==> config.mk <==
export PLATFORM = sky130hd
export DESIGN_NAME = alu_rr_sequencer
export DESIGN_NICKNAME = d
export VERILOG_FILES = /design/src/rtl/cpu_ctrl_pkg.sv /design/src/rtl/reg_onehot_dec.sv /design/src/rtl/alu_rr_sequencer.sv
export SDC_FILE = /design/constraint.sdc
export NUM_CORES = 1
export LEC_CHECK = 0
export CAP_MARGIN = 20
export CORE_ASPECT_RATIO = 0.75
export CORE_MARGIN = 1
export CORE_UTILIZATION = 40
export DETAILED_ROUTE_END_ITERATION = 6
export GPL_TIMING_DRIVEN = 0
export PLACE_DENSITY = 0.95
export SETUP_SLACK_MARGIN = 0.1
export SLEW_MARGIN = 10
export SYNTH_ARGS = -nofsm -noshare
export SYNTH_HDL_FRONTEND = slang
export SYNTH_SLANG_ARGS = --single-unit
==> constraint.sdc <==
create_clock -name Clock -period 3.5 [get_ports Clock]
set_clock_uncertainty 0.1 [all_clocks]
set_input_delay 0.7 -clock Clock [delete_from_list [all_inputs] [get_ports Clock]]
set_output_delay 0.7 -clock Clock [all_outputs]
set_load 0.1 [all_outputs]
==> src/rtl/cpu_ctrl_pkg.sv <==
// Shared control definitions for the ALU register-register sequencer.
// State encoding, opcode constants and IR field positions.
package cpu_ctrl_pkg;

  typedef enum logic [3:0] {
    IDLE,
    T0,
    T1,
    T2,
    T3,
    T4,
    T5,
    T6,
    FAULT
  } state_t;

  localparam int OP_W = 5;

  localparam logic [OP_W-1:0] OP_MUL    = 5'b01111;
  localparam logic [OP_W-1:0] OP_DIV    = 5'b10000;
  localparam logic [OP_W-1:0] OP_MAX_RR = 5'b01110;

  localparam int IDX_W = 4;
  localparam int OP_HI = 31;
  localparam int RA_HI = 26;
  localparam int RA_LO = 23;
  localparam int RB_HI = 22;
  localparam int RB_LO = 19;
  localparam int RC_HI = 18;
  localparam int RC_LO = 15;

endpackage

==> src/rtl/reg_onehot_dec.sv <==
// Register index to one-hot select decoder.
// Indices at or above N produce an all-zero bus.
module reg_onehot_dec #(
  parameter int N  = 16,
  parameter int IW = 4
) (
  input  logic          en,
  input  logic [IW-1:0] idx,
  output logic [N-1:0]  onehot
);

  // one bit per register, only when enabled
  always_comb begin
    onehot = '0;
    for (int i = 0; i < N; i++) begin
      onehot[i] = en && (int'(idx) == i);
    end
  end

endmodule

==> src/rtl/alu_rr_sequencer.sv <==
// Hardwired fetch/decode/execute control for reg-reg ALU ops.
// Outputs decode only the state register and latched IR fields.
module alu_rr_sequencer #(
  parameter int NUM_REGS = 16,
  parameter int OP_W = cpu_ctrl_pkg::OP_W,
  parameter logic [OP_W-1:0] OP_MUL = cpu_ctrl_pkg::OP_MUL,
  parameter logic [OP_W-1:0] OP_DIV = cpu_ctrl_pkg::OP_DIV,
  parameter logic [OP_W-1:0] OP_MAX_RR = cpu_ctrl_pkg::OP_MAX_RR
) (
  input  logic                Clock,
  input  logic                clear,
  input  logic                start,
  input  logic                run,
  input  logic                mem_ready,
  input  logic [31:0]         IR,
  output logic                PCout,
  output logic                MARin,
  output logic                IncPC,
  output logic                PCin,
  output logic                Read,
  output logic                MDRin,
  output logic                MDRout,
  output logic                IRin,
  output logic                Yin,
  output logic                Zin,
  output logic                Zlowout,
  output logic                Zhighout,
  output logic                LOin,
  output logic                HIin,
  output logic [NUM_REGS-1:0] Rin,
  output logic [NUM_REGS-1:0] Rout,
  output logic [OP_W-1:0]     alu_op,
  output logic                busy,
  output logic                done,
  output logic                illegal
);

  import cpu_ctrl_pkg::*;

  state_t state, nxt;

  logic [OP_W-1:0]  op_q;
  logic [IDX_W-1:0] ra_q, rb_q, rc_q;

  logic [OP_W-1:0]  op_in;
  logic [IDX_W-1:0] ra_in, rb_in, rc_in;
  logic             bad_in;
  logic             two_res;

  logic             rin_en;
  logic             rout_en;
  logic [IDX_W-1:0] rout_idx;

  assign op_in = IR[OP_HI -: OP_W];
  assign ra_in = IR[RA_HI:RA_LO];
  assign rb_in = IR[RB_HI:RB_LO];
  assign rc_in = IR[RC_HI:RC_LO];

  assign bad_in = (op_in > OP_MAX_RR &&
                   op_in != OP_MUL &&
                   op_in != OP_DIV) ||
                  int'(ra_in) >= NUM_REGS ||
                  int'(rb_in) >= NUM_REGS ||
                  int'(rc_in) >= NUM_REGS;

  assign two_res = (op_q == OP_MUL) ||
                   (op_q == OP_DIV);

  // state register and IR field latch on leaving T2
  always_ff @(posedge Clock) begin
    if (clear) begin
      state <= IDLE;
      op_q  <= '0;
      ra_q  <= '0;
      rb_q  <= '0;
      rc_q  <= '0;
    end else begin
      state <= nxt;
      if (state == T2) begin
        op_q <= op_in;
        ra_q <= ra_in;
        rb_q <= rb_in;
        rc_q <= rc_in;
      end
    end
  end

  // next state and strobe decode
  always_comb begin
    nxt      = state;
    PCout    = 1'b0;
    MARin    = 1'b0;
    IncPC    = 1'b0;
    PCin     = 1'b0;
    Read     = 1'b0;
    MDRin    = 1'b0;
    MDRout   = 1'b0;
    IRin     = 1'b0;
    Yin      = 1'b0;
    Zin      = 1'b0;
    Zlowout  = 1'b0;
    Zhighout = 1'b0;
    LOin     = 1'b0;
    HIin     = 1'b0;
    alu_op   = '0;
    done     = 1'b0;
    illegal  = 1'b0;
    rin_en   = 1'b0;
    rout_en  = 1'b0;
    rout_idx = rb_q;
    busy     = (state != IDLE);
    unique case (state)
      IDLE: begin
        if (start) nxt = T0;
      end
      T0: begin
        PCout = 1'b1;
        MARin = 1'b1;
        IncPC = 1'b1;
        PCin  = 1'b1;
        nxt   = T1;
      end
      T1: begin
        Read  = 1'b1;
        MDRin = 1'b1;
        if (mem_ready) nxt = T2;
      end
      T2: begin
        MDRout = 1'b1;
        IRin   = 1'b1;
        nxt    = bad_in ? FAULT : T3;
      end
      T3: begin
        rout_en  = 1'b1;
        rout_idx = rb_q;
        Yin      = 1'b1;
        nxt      = T4;
      end
      T4: begin
        rout_en  = 1'b1;
        rout_idx = rc_q;
        Zin      = 1'b1;
        alu_op   = op_q;
        nxt      = T5;
      end
      T5: begin
        Zlowout = 1'b1;
        if (two_res) begin
          LOin = 1'b1;
          nxt  = T6;
        end else begin
          rin_en = 1'b1;
          done   = 1'b1;
          nxt    = run ? T0 : IDLE;
        end
      end
      T6: begin
        Zhighout = 1'b1;
        HIin     = 1'b1;
        done     = 1'b1;
        nxt      = run ? T0 : IDLE;
      end
      FAULT: begin
        illegal = 1'b1;
        nxt     = IDLE;
      end
      default: nxt = IDLE;
    endcase
  end

  reg_onehot_dec #(
    .N  (NUM_REGS),
    .IW (IDX_W)
  ) u_rin (
    .en     (rin_en),
    .idx    (ra_q),
    .onehot (Rin)
  );

  reg_onehot_dec #(
    .N  (NUM_REGS),
    .IW (IDX_W)
  ) u_rout (
    .en     (rout_en),
    .idx    (rout_idx),
    .onehot (Rout)
  );

endmodule

==> metrics.csv <==
metric;value;unit
grt_start_max_net_pins;13;
post-cts-setup-buffers;0;
period_share;93.9;%
rows;18;
synthFlopType;dfxtp_1;
via_per_inst;5.46;
peakVddDrop;0.000330;V
antennaDiodeCount;0;
clk_pin_slew_worst_paths;70;ps
synth_edf_count;0;
fin_cells;312;
root_buffer;clkbuf_8;
ys_types;37;
antenna_found_initial;0;
area_growth;77.6;%
vias;1704;
cts_resized;101;
setup_ws;212;ps
whs;386;ps
max_slew_margin;33.2;%
core;0.00338;sq mm
hold_viol_final;0;
clock_sinks;21;
drtAntennaViolNets;0;
crit_path_max_fanout;10;
setup_viol;0;
mappedNetlistNets;229;
overflow;0;
cp.arrival;2490;ps
p_leak;0.00108;uW
route.detailed.drc;7;
final_nets;310;
synth_area;0.00145;sq mm
portBuffers;75;
ctsHoldBuffers;0;
p_per_area;292;mW/mm^2
htree_levels;1;
fp.dieW;71.4;um
cts_tree;done;
pre_cts_ws;-393;ps
ios;91;
critPathLaunchType;register;
ys_seq_area_share;29.1;%
dpl.hpwl;3.49;mm
grt_pass1_wl;7.09;mm
max_freq;304;MHz
maxCapViolCount;0;
first_iter_violations;82;
syn_area_per_cell;7.53;sq um
drv_slew;0;
start_util;42.8;%
drive_gt1_share;32.7;%
die-area;0.00386;sq mm
status;complete, but fails checks;
hold_path.class;reg2reg;
dpl.cell_count;308;
clockBufferDepth;2;
gp_congestion;0.830;
wl_per_cell;14.4;um
asyncSetResetFlopFracSynth;0;%
worst_pin_slew;1000;ps
numCtsBuffers;3;
cp-end-kind;primary output;
failed_checks;design-rule violations;
worstPathRequired;2700;ps
rsz0062_at_grt;no;
yosysWarnings;0;
syn_inst;192;
die_height;54.1;um
synth-seq-cells;21;
grt_use_total;23.8;%
clk_latency;260;ps
crit_type;reg2out;
drt-total-wl;4.48;mm
firstDrtPassIters;6;
fin_crit;3290;ps
grt_pass1_vias;1500;
## worst max-delay path, stage by stage, from the launching register on
cell             delay, ps
dfxtp_1                360
and4bb_1               270
buf_2                  200
buf_4                  220
clkdlybuf4s50_1       1170
## flip-flops by register name, indices dropped and copies added, names as in the netlist
name and count:
op_q 5, ra_q 4, rb_q 4, rc_q 4
state 4
## cells in the mapped netlist, drive strengths merged (2+ instances only)
cell	number	share of area, %
dfxtp	21	29
or2	2	0.87
clkbuf	6	1.6
mux2	6	5.5
nor2	6	1.6
and2	7	3.0
nor2b	3	1.3
nand2	38	9.9
mux2i	7	4.8
inv	3	0.78
nor3	8	2.8
a21oi	19	6.6
nand4bb	2	1.6
or4	2	1.0
nor4	26	11
nor4b	2	1.2
nand2b	4	1.7
nor3b	2	1.0
buf	15	6.8
## worst paths after layout
path / slack [ps] / to / from / cells past startpoint
worst max-delay path: 210 / Zin / state[1] / 4
worst min-delay path: 390 / rc_q[3] / rc_q[3] / 2
worst max register to register: 1680 / state[0] / op_q[0] / 4
worst min register to register: 390 / rc_q[3] / rc_q[3] / 2
## layer usage
layer	vias to the layer above	share of wire, %	track usage [%]
met5	-	0	0
met4	0	1.4	7.33
met3	9	6.1	5.06
met2	63	47	41.4
met1	776	45	30.1
li1	856	-	-
## placed cells by master (no fill, tap or decap), types with 4 or more instances in the layout
cell type        count
and2_1               7
nand2b_1             4
nor3_2               8
clkdlybuf4s18_2      4
dlymetal6s2s_1       8
clkdlybuf4s15_2      7
clkdlybuf4s50_1     25
clkbuf_1             5
nor4_1               7
mux2i_1              7
nand2_1             38
dfxtp_1             21
buf_2               20
a21oi_1             19
dlygate4sd2_1       13
nor2_1               6
buf_4                8
nor4_4              18
## cell type report
type                       count  area, sq um
clock buffer                   3         41.3
inverter                       3         11.3
timing repair buffer          76          687
fill                         255          812
multi-input combinational    147         1230
tap                           40         50.0
clock inverter                 1         5.00
buffer                        21          124
sequential                    21          420
## power breakdown
group,internal (uW),switching (uW),leakage (uW)
sequential,251,13.5,0.000170
clock,79.4,78.8,0.0000255
combinational,98.7,227,0.000883
total,429,319,0.00108
## per-stage QoR
stage	area, sq um	utilization [%]	setup TNS [ps]	power (uW)
6_report	2570	76.0	0	749
5_1_grt	2570	76.0	0	778
4_1_cts	2650	78.3	0	749
3_5_place_dp	2580	76.4	-6880	600
3_3_place_gp	2570	76.2	-6340	594
2_1_floorplan	1770	-	-7420	521
## cells by family (layout without fill, tap and decap cells)
group	after synthesis	in the layout	share of synthesized area, %
xor gates and xnor gates	1	1	0.606
AOI/OAI and AO/OA	25	25	10.0
buffers and inverters	24	104	9.09
muxes	13	13	10.3
and+or+nand+nor	108	108	40.9
DFF	21	21	29.1
No activity file was read; power rests on OpenSTA's default activity.
